[src/rtl/exp_ker_rd_ctrl.sv]
// Kernel-RAM read controller for the expand stage: walks depth slices, replays each
// slice dim+1 times, and holds off a slice until the write side reports it complete.
module exp_ker_rd_ctrl #(
    parameter int ADDR_W  = 12,
    parameter int KW_W    = 7,
    parameter int DEPTH_W = 6,
    parameter int DIM_W   = 7,
    parameter int RD_LAT  = 1
) (
    input  logic               clk_i,
    input  logic               rst_i,
    input  logic               start_i,
    input  logic               mode_3x3_i,
    input  logic [KW_W-1:0]    ker_words_i,
    input  logic [DEPTH_W-1:0] depth_i,
    input  logic [DIM_W-1:0]   dim_i,
    input  logic               bypass_i,
    input  logic [DEPTH_W:0]   wr_layer_cnt_i,
    input  logic               ker_req_i,
    output logic               ker_ready_o,
    output logic               ram_rd_en_o,
    output logic [ADDR_W-1:0]  ram_rd_addr_o,
    output logic               ker_valid_o,
    output logic               ker_first_o,
    output logic               ker_last_o,
    output logic [DEPTH_W:0]   rd_layers_done_o,
    output logic               busy_o,
    output logic               done_o
);
    localparam int LEN_W = 11;

    typedef enum logic {
        S_IDLE = 1'b0,
        S_RUN  = 1'b1
    } state_t;

    state_t               state_q, state_d;
    logic [LEN_W-1:0]     len_q, len_d;
    logic [DEPTH_W-1:0]   depth_q, depth_d;
    logic [DIM_W-1:0]     dim_q, dim_d;
    logic                 bypass_q, bypass_d;
    logic [LEN_W-1:0]     w_q, w_d;
    logic [DIM_W-1:0]     r_q, r_d;
    logic [DEPTH_W-1:0]   d_q, d_d;
    logic [ADDR_W-1:0]    base_q, base_d;
    logic [ADDR_W-1:0]    addr_q, addr_d;
    logic [DEPTH_W:0]     layers_q, layers_d;
    logic [RD_LAT-1:0]    vld_q, vld_d;
    logic [RD_LAT-1:0]    first_q, first_d;
    logic [RD_LAT-1:0]    last_q, last_d;
    logic [RD_LAT-1:0]    fin_q, fin_d;

    logic [LEN_W-1:0]     kw_ext;
    logic [LEN_W-1:0]     len_calc;
    logic                 start_go;
    logic                 accept;
    logic                 w_last;
    logic                 r_last;
    logic                 d_last;
    logic                 final_word;

    // Nine taps per kernel in 3x3 mode: kw*9 = (kw << 3) + kw.
    assign kw_ext   = LEN_W'(ker_words_i);
    assign len_calc = mode_3x3_i ? ((kw_ext << 3) + kw_ext) : kw_ext;

    assign start_go   = start_i && (ker_words_i != '0);
    assign w_last     = (w_q == (len_q - LEN_W'(1)));
    assign r_last     = (r_q == dim_q);
    assign d_last     = (d_q == depth_q);
    assign final_word = w_last && r_last && d_last;

    assign ker_ready_o = (state_q == S_RUN) &&
                         (bypass_q || ({1'b0, d_q} < wr_layer_cnt_i));
    // A restart in the same cycle wins, so the word offered there is not taken.
    assign accept      = ker_req_i && ker_ready_o && !start_go;
    assign ram_rd_en_o = accept;

    always_comb begin
        // NOTE: every next-state signal gets a default first so no path infers a latch.
        state_d  = state_q;
        len_d    = len_q;
        depth_d  = depth_q;
        dim_d    = dim_q;
        bypass_d = bypass_q;
        w_d      = w_q;
        r_d      = r_q;
        d_d      = d_q;
        base_d   = base_q;
        layers_d = layers_q;

        vld_d[0]   = accept;
        first_d[0] = accept && (w_q == '0);
        last_d[0]  = accept && w_last;
        fin_d[0]   = accept && final_word;
        for (int i = 1; i < RD_LAT; i++) begin
            vld_d[i]   = vld_q[i-1];
            first_d[i] = first_q[i-1];
            last_d[i]  = last_q[i-1];
            fin_d[i]   = fin_q[i-1];
        end

        if (start_go) begin
            state_d  = S_RUN;
            len_d    = len_calc;
            depth_d  = depth_i;
            dim_d    = dim_i;
            bypass_d = bypass_i;
            w_d      = '0;
            r_d      = '0;
            d_d      = '0;
            base_d   = '0;
            layers_d = '0;
            vld_d    = '0;
            first_d  = '0;
            last_d   = '0;
            fin_d    = '0;
        end else if (accept) begin
            if (w_last) begin
                w_d = '0;
                if (r_last) begin
                    r_d      = '0;
                    d_d      = d_q + DEPTH_W'(1);
                    base_d   = base_q + ADDR_W'(len_q);
                    layers_d = layers_q + (DEPTH_W+1)'(1);
                end else begin
                    r_d = r_q + DIM_W'(1);
                end
            end else begin
                w_d = w_q + LEN_W'(1);
            end
            if (final_word) begin
                state_d = S_IDLE;
            end
        end

        // Address register always tracks base+w, so it is ready before the accept.
        addr_d = base_d + ADDR_W'(w_d);
    end

    always_ff @(posedge clk_i or posedge rst_i) begin
        if (rst_i) begin
            state_q  <= S_IDLE;
            len_q    <= '0;
            depth_q  <= '0;
            dim_q    <= '0;
            bypass_q <= 1'b0;
            w_q      <= '0;
            r_q      <= '0;
            d_q      <= '0;
            base_q   <= '0;
            addr_q   <= '0;
            layers_q <= '0;
            vld_q    <= '0;
            first_q  <= '0;
            last_q   <= '0;
            fin_q    <= '0;
        end else begin
            // NOTE: sequential state uses non-blocking assignments so all registers
            // update together from the values present before the edge.
            state_q  <= state_d;
            len_q    <= len_d;
            depth_q  <= depth_d;
            dim_q    <= dim_d;
            bypass_q <= bypass_d;
            w_q      <= w_d;
            r_q      <= r_d;
            d_q      <= d_d;
            base_q   <= base_d;
            addr_q   <= addr_d;
            layers_q <= layers_d;
            vld_q    <= vld_d;
            first_q  <= first_d;
            last_q   <= last_d;
            fin_q    <= fin_d;
        end
    end

    assign ram_rd_addr_o    = addr_q;
    assign ker_valid_o      = vld_q[RD_LAT-1];
    assign ker_first_o      = first_q[RD_LAT-1];
    assign ker_last_o       = last_q[RD_LAT-1];
    assign done_o           = fin_q[RD_LAT-1];
    assign rd_layers_done_o = layers_q;
    assign busy_o           = (state_q == S_RUN) || (|vld_q);

endmodule

[config.mk]
export PLATFORM = sky130hd
export DESIGN_NAME = exp_ker_rd_ctrl
export DESIGN_NICKNAME = d
export VERILOG_FILES = /design/src/rtl/exp_ker_rd_ctrl.sv
export SDC_FILE = /design/constraint.sdc
export NUM_CORES = 1
export LEC_CHECK = 0
export CAP_MARGIN = 40
export CORE_MARGIN = 1.5
export CORE_UTILIZATION = 25
export CTS_BUF_LIST = sky130_fd_sc_hd__clkbuf_4
export DETAILED_ROUTE_END_ITERATION = 12
export GPL_TIMING_DRIVEN = 0
export SYNTH_ARGS = -nofsm -noshare
export SYNTH_HDL_FRONTEND = slang
export SYNTH_SLANG_ARGS = --single-unit
[constraint.sdc]
create_clock -name clk_i -period 4.15 [get_ports clk_i]
set_input_delay 0.83 -clock clk_i [delete_from_list [all_inputs] [get_ports clk_i]]
set_output_delay 0.83 -clock clk_i [all_outputs]
set_load 0.02 [all_outputs]
==> run_results.csv <==
group,metric,value,unit
final_layout,final_cells,965,
outcome,status,"finished, final reports clean",
grt,antenna_found_initial,0,
synthesis,synth_area_leaders,"dfrtp_1 (40%), ha_1 (8.6%), nand2_1 (5.9%)",
synthesis,yosys.area.top_type_share,0.396,
clock_network,path_clk_slew,0.15,ns
die,die_w,150,um
sta,worst_slack,0.0231,ns
synthesis,synth_cell_types,60,
clock_network,clk_latency,0.50,ns
drt,wire_per_inst,15.4,um
drt,routed_wl,14.8,mm
critical_path,worst-setup-path-type,"input port to register",
synthesis,ys.warnings.count,0,
synthesis,synthArstFlopShare,1.00,
synthesis,postSynthAreaPerCell,9.32,sq um
hold_path,hold_class,"register to register",
critical_path,cp.required,4.53,ns
place,portBuffers,57,
critical_path,worstPathMaxFanout,7,
clock_network,cts_root_buf,"clkbuf_4",
sta,fin_crit_sh,0.994,
die,ios,59,
synthesis,syn_nets,650,
final_layout,syn_to_final_growth,32.8,%
synthesis,synth_edf_count,0,
grt,grt_pass1_vias,4455,
die,initial_utilization,0.255,
synthesis,ys_ff_latch,85,
die,num_rows,53,
critical_path,r2r-start,"len_q[0]",
power,p_leak,3.20,nW
final_layout,layout-drive-gt1-share,0.203,
sta,fmax,0.242,GHz
sta,relSlewSlack,0.569,
final_layout,multiInputGateArea,3400,sq um
drt,drc,0,
flow_run,maxCapViolCount,0,
hold_path,worstHoldPathCells,2,
sta,slew_viol_final,0,
critical_path,r2r_cells,20,
drt,met1Wirelength,7.06,mm
place,dp_cells,911,
clock_network,numCtsBuffers,9,
final_layout,fillCellCount,2178,
critical_path,crit_buf_inv,4,
synthesis,syn_area,5380,sq um
place,routabilityCongestion,0.864,
drt,dr.pass1.iters,4,
drt,drt-vias-per-instance,4.74,
place,dpl_worst_slack,-1.63,ns
sta,worstMarginPinSlew,0.646,ns
drt,met3WireLength,969,um
die,dieArea,22400,sq um
final_layout,mostFrequentLayoutCell,"nand2_1",
clock_network,clock_sinks,85,
final_layout,layout_common_cells,"nand2_1 (83), dfrtp_1 (76), clkdlybuf4s50_1 (47)",
synthesis,yosys.area.top_type,"dfrtp_1",
critical_path,crit_path_start_kind,"input port",
drt,top_layer,"met4",
critical_path,max_stage_delay,0.41,ns
hold_path,hp-start,"depth_q[4]",
critical_path,r2r_setup_slack,0.03,ns
synthesis,synth_flop_cell,"dfrtp_1",
sta,whs,0.517,ns
synthesis,synth-seq-area-share,0.396,
drt,drt-initial-drc-count,199,
drt,vias,4578,
clock_network,ctsHoldBuffers,0,
critical_path,crit_path_cell_trace,"clkdlybuf4s15_2, inv_4, ha_4, nor4bb_4, and2_1, a221o_1, buf_4, nand4bb_4, buf_6, nor4_4, xnor2_1, nor2_1, ha_1, or2_2, a21oi_2, a31oi_4, a41oi_2, o41ai_1, o311a_1",
drt,wl_met2,6.56,mm
drt,ant_nets,0,
power,power,1.74,mW
sta,period_needed,4.13,ns
sta,rsz0062_at_grt,"yes",
grt,grt.overflow.total,0,
clock_network,cts_buffer_depth,2,
critical_path,regToRegEndpoint,"ram_rd_addr_o[10]",
synthesis,synthCells,577,
critical_path,cp_data_arrival_time,4.51,ns
die,coreArea,21100,sq um
die,die_h,150,um
critical_path,cp_top_family,"compound AO/OA/AOI/OAI gates",
sta,clock_skew,0.0323,ns
grt,grt_max_degree,50,
power,powerDensity,244,nW/um^2
hold_path,min_delay_worst_endpoint,"depth_q[4]",
power,irDropWorstVdd,0.138,mV
clock_network,cts_tree,"built",
sta,finalHoldViolCount,0,
critical_path,cp-end-kind,"register",
critical_path,slowest_stage,"a221o_1",
grt,grt_pass1_wl,23.3,mm
final_layout,regArea,2140,sq um
place,hpwl,10.4,mm
final_layout,finalNetCount,757,
clock_network,htree_levels,3,
sta,final-setup-viol-count,0,
grt,track_usage,0.135,
## cells by family (layout without fill, tap and decap cells)
kind of cell / Yosys count / after routing / synth area share
AND/OR/NAND/NOR: 226 / 226 / 0.213
multiplexers: 16 / 16 / 0.0300
flip-flops: 85 / 85 / 0.396
other: 0 / 1 / 0
buffers and inverters: 45 / 157 / 0.0323
AO/OA/AOI/OAI: 107 / 107 / 0.137
adder cells (fa/ha/maj): 40 / 40 / 0.0973
XOR/XNOR: 58 / 58 / 0.0945
## repair_timing
item | in CTS | in global routing
pin swaps | 31 | 25
endpoints found under the setup margin | 12 | 4
gates resized for setup | 59 | 32
setup buffers | 31 | 9
## report_power, final
part | internal (mW) | total (mW) | switching, mW
clock | 0.190 | 0.516 | 0.326
sequential | 0.859 | 0.900 | 0.0411
combinational | 0.149 | 0.326 | 0.177
## layout make-up
class | instances | share of cell area
multi-input combinational | 447 | 0.476
sequential | 85 | 0.299
timing repair buffer | 98 | 0.124
tap | 275 | 0.0482
inverter | 26 | 0.0165
buffer | 17 | 0.0151
clock inverter | 7 | 0.0112
clock buffer | 9 | 0.00946
antenna | 1 | 0.000350
## per-layer routing
metal  up-vias  track usage
met3        17       0.0320
met5         -            0
met4         0       0.0371
met2       107        0.208
li1       2260            -
met1      2194        0.189
## worst reg2reg max path, stage by stage (launching register included)
cell,delay (ns)
dfrtp_2,0.47
inv_1,0.12
ha_4,0.17
nand3_1,0.12
a221oi_2,0.33
a41oi_2,0.08
a2111oi_4,0.29
buf_4,0.20
nand4_4,0.12
clkbuf_16,0.19
mux2i_2,0.19
nor2_2,0.08
ha_2,0.21
fa_2,0.37
a21o_1,0.17
a21oi_2,0.14
o21bai_1,0.11
a21oi_2,0.17
o21a_1,0.16
nor3_2,0.05
a311o_1,0.27
## cell usage after synthesis, types with 7 or more instances
master	n
a21oi_1	22
nor2_1	38
xnor2_1	36
nor3_1	19
inv_1	25
nand2_1	85
o21ai_0	26
a31oi_1	7
nor4_1	8
a21o_1	7
dfrtp_1	85
mux2i_1	15
xor2_1	22
nand4_1	7
nand3_1	18
and3_1	7
clkbuf_1	9
ha_1	37
## through the flow
step	util	cell area, sq um	setup TNS [ns]
finish	0.339	7140	0
global route	0.338	7140	-0.396
CTS	0.328	6920	0
detailed placement	0.305	6430	-11.38
global placement	0.303	6390	-47.14
floorplan	-	5480	-0.622
## how the worst max path moves through the flow
stage | start | to | cells after the start
floorplan | wr_layer_cnt_i[4] | ram_rd_addr_o[10] | 21
global placement | ker_words_i[4] | ram_rd_addr_o[11] | 17
finish | wr_layer_cnt_i[5] | ram_rd_addr_o[11] | 19
detailed placement | ker_words_i[4] | ram_rd_addr_o[11] | 17
global route | len_q[0] | ram_rd_addr_o[10] | 20
CTS | wr_layer_cnt_i[6] | ram_rd_addr_o[10] | 20
## flip-flops by register name (all words and copies together) (netlist names)
signal,cells
base_q,12
bypass_q,1
d_q,6
depth_q,6
dim_q,7
done_o,1
ker_first_o,1
ker_last_o,1
ker_valid_o,1
len_q,11
r_q,7
ram_rd_addr_o,12
rd_layers_done_o,7
state_q,1
w_q,11
No activity file was read; power rests on OpenSTA's default activity.
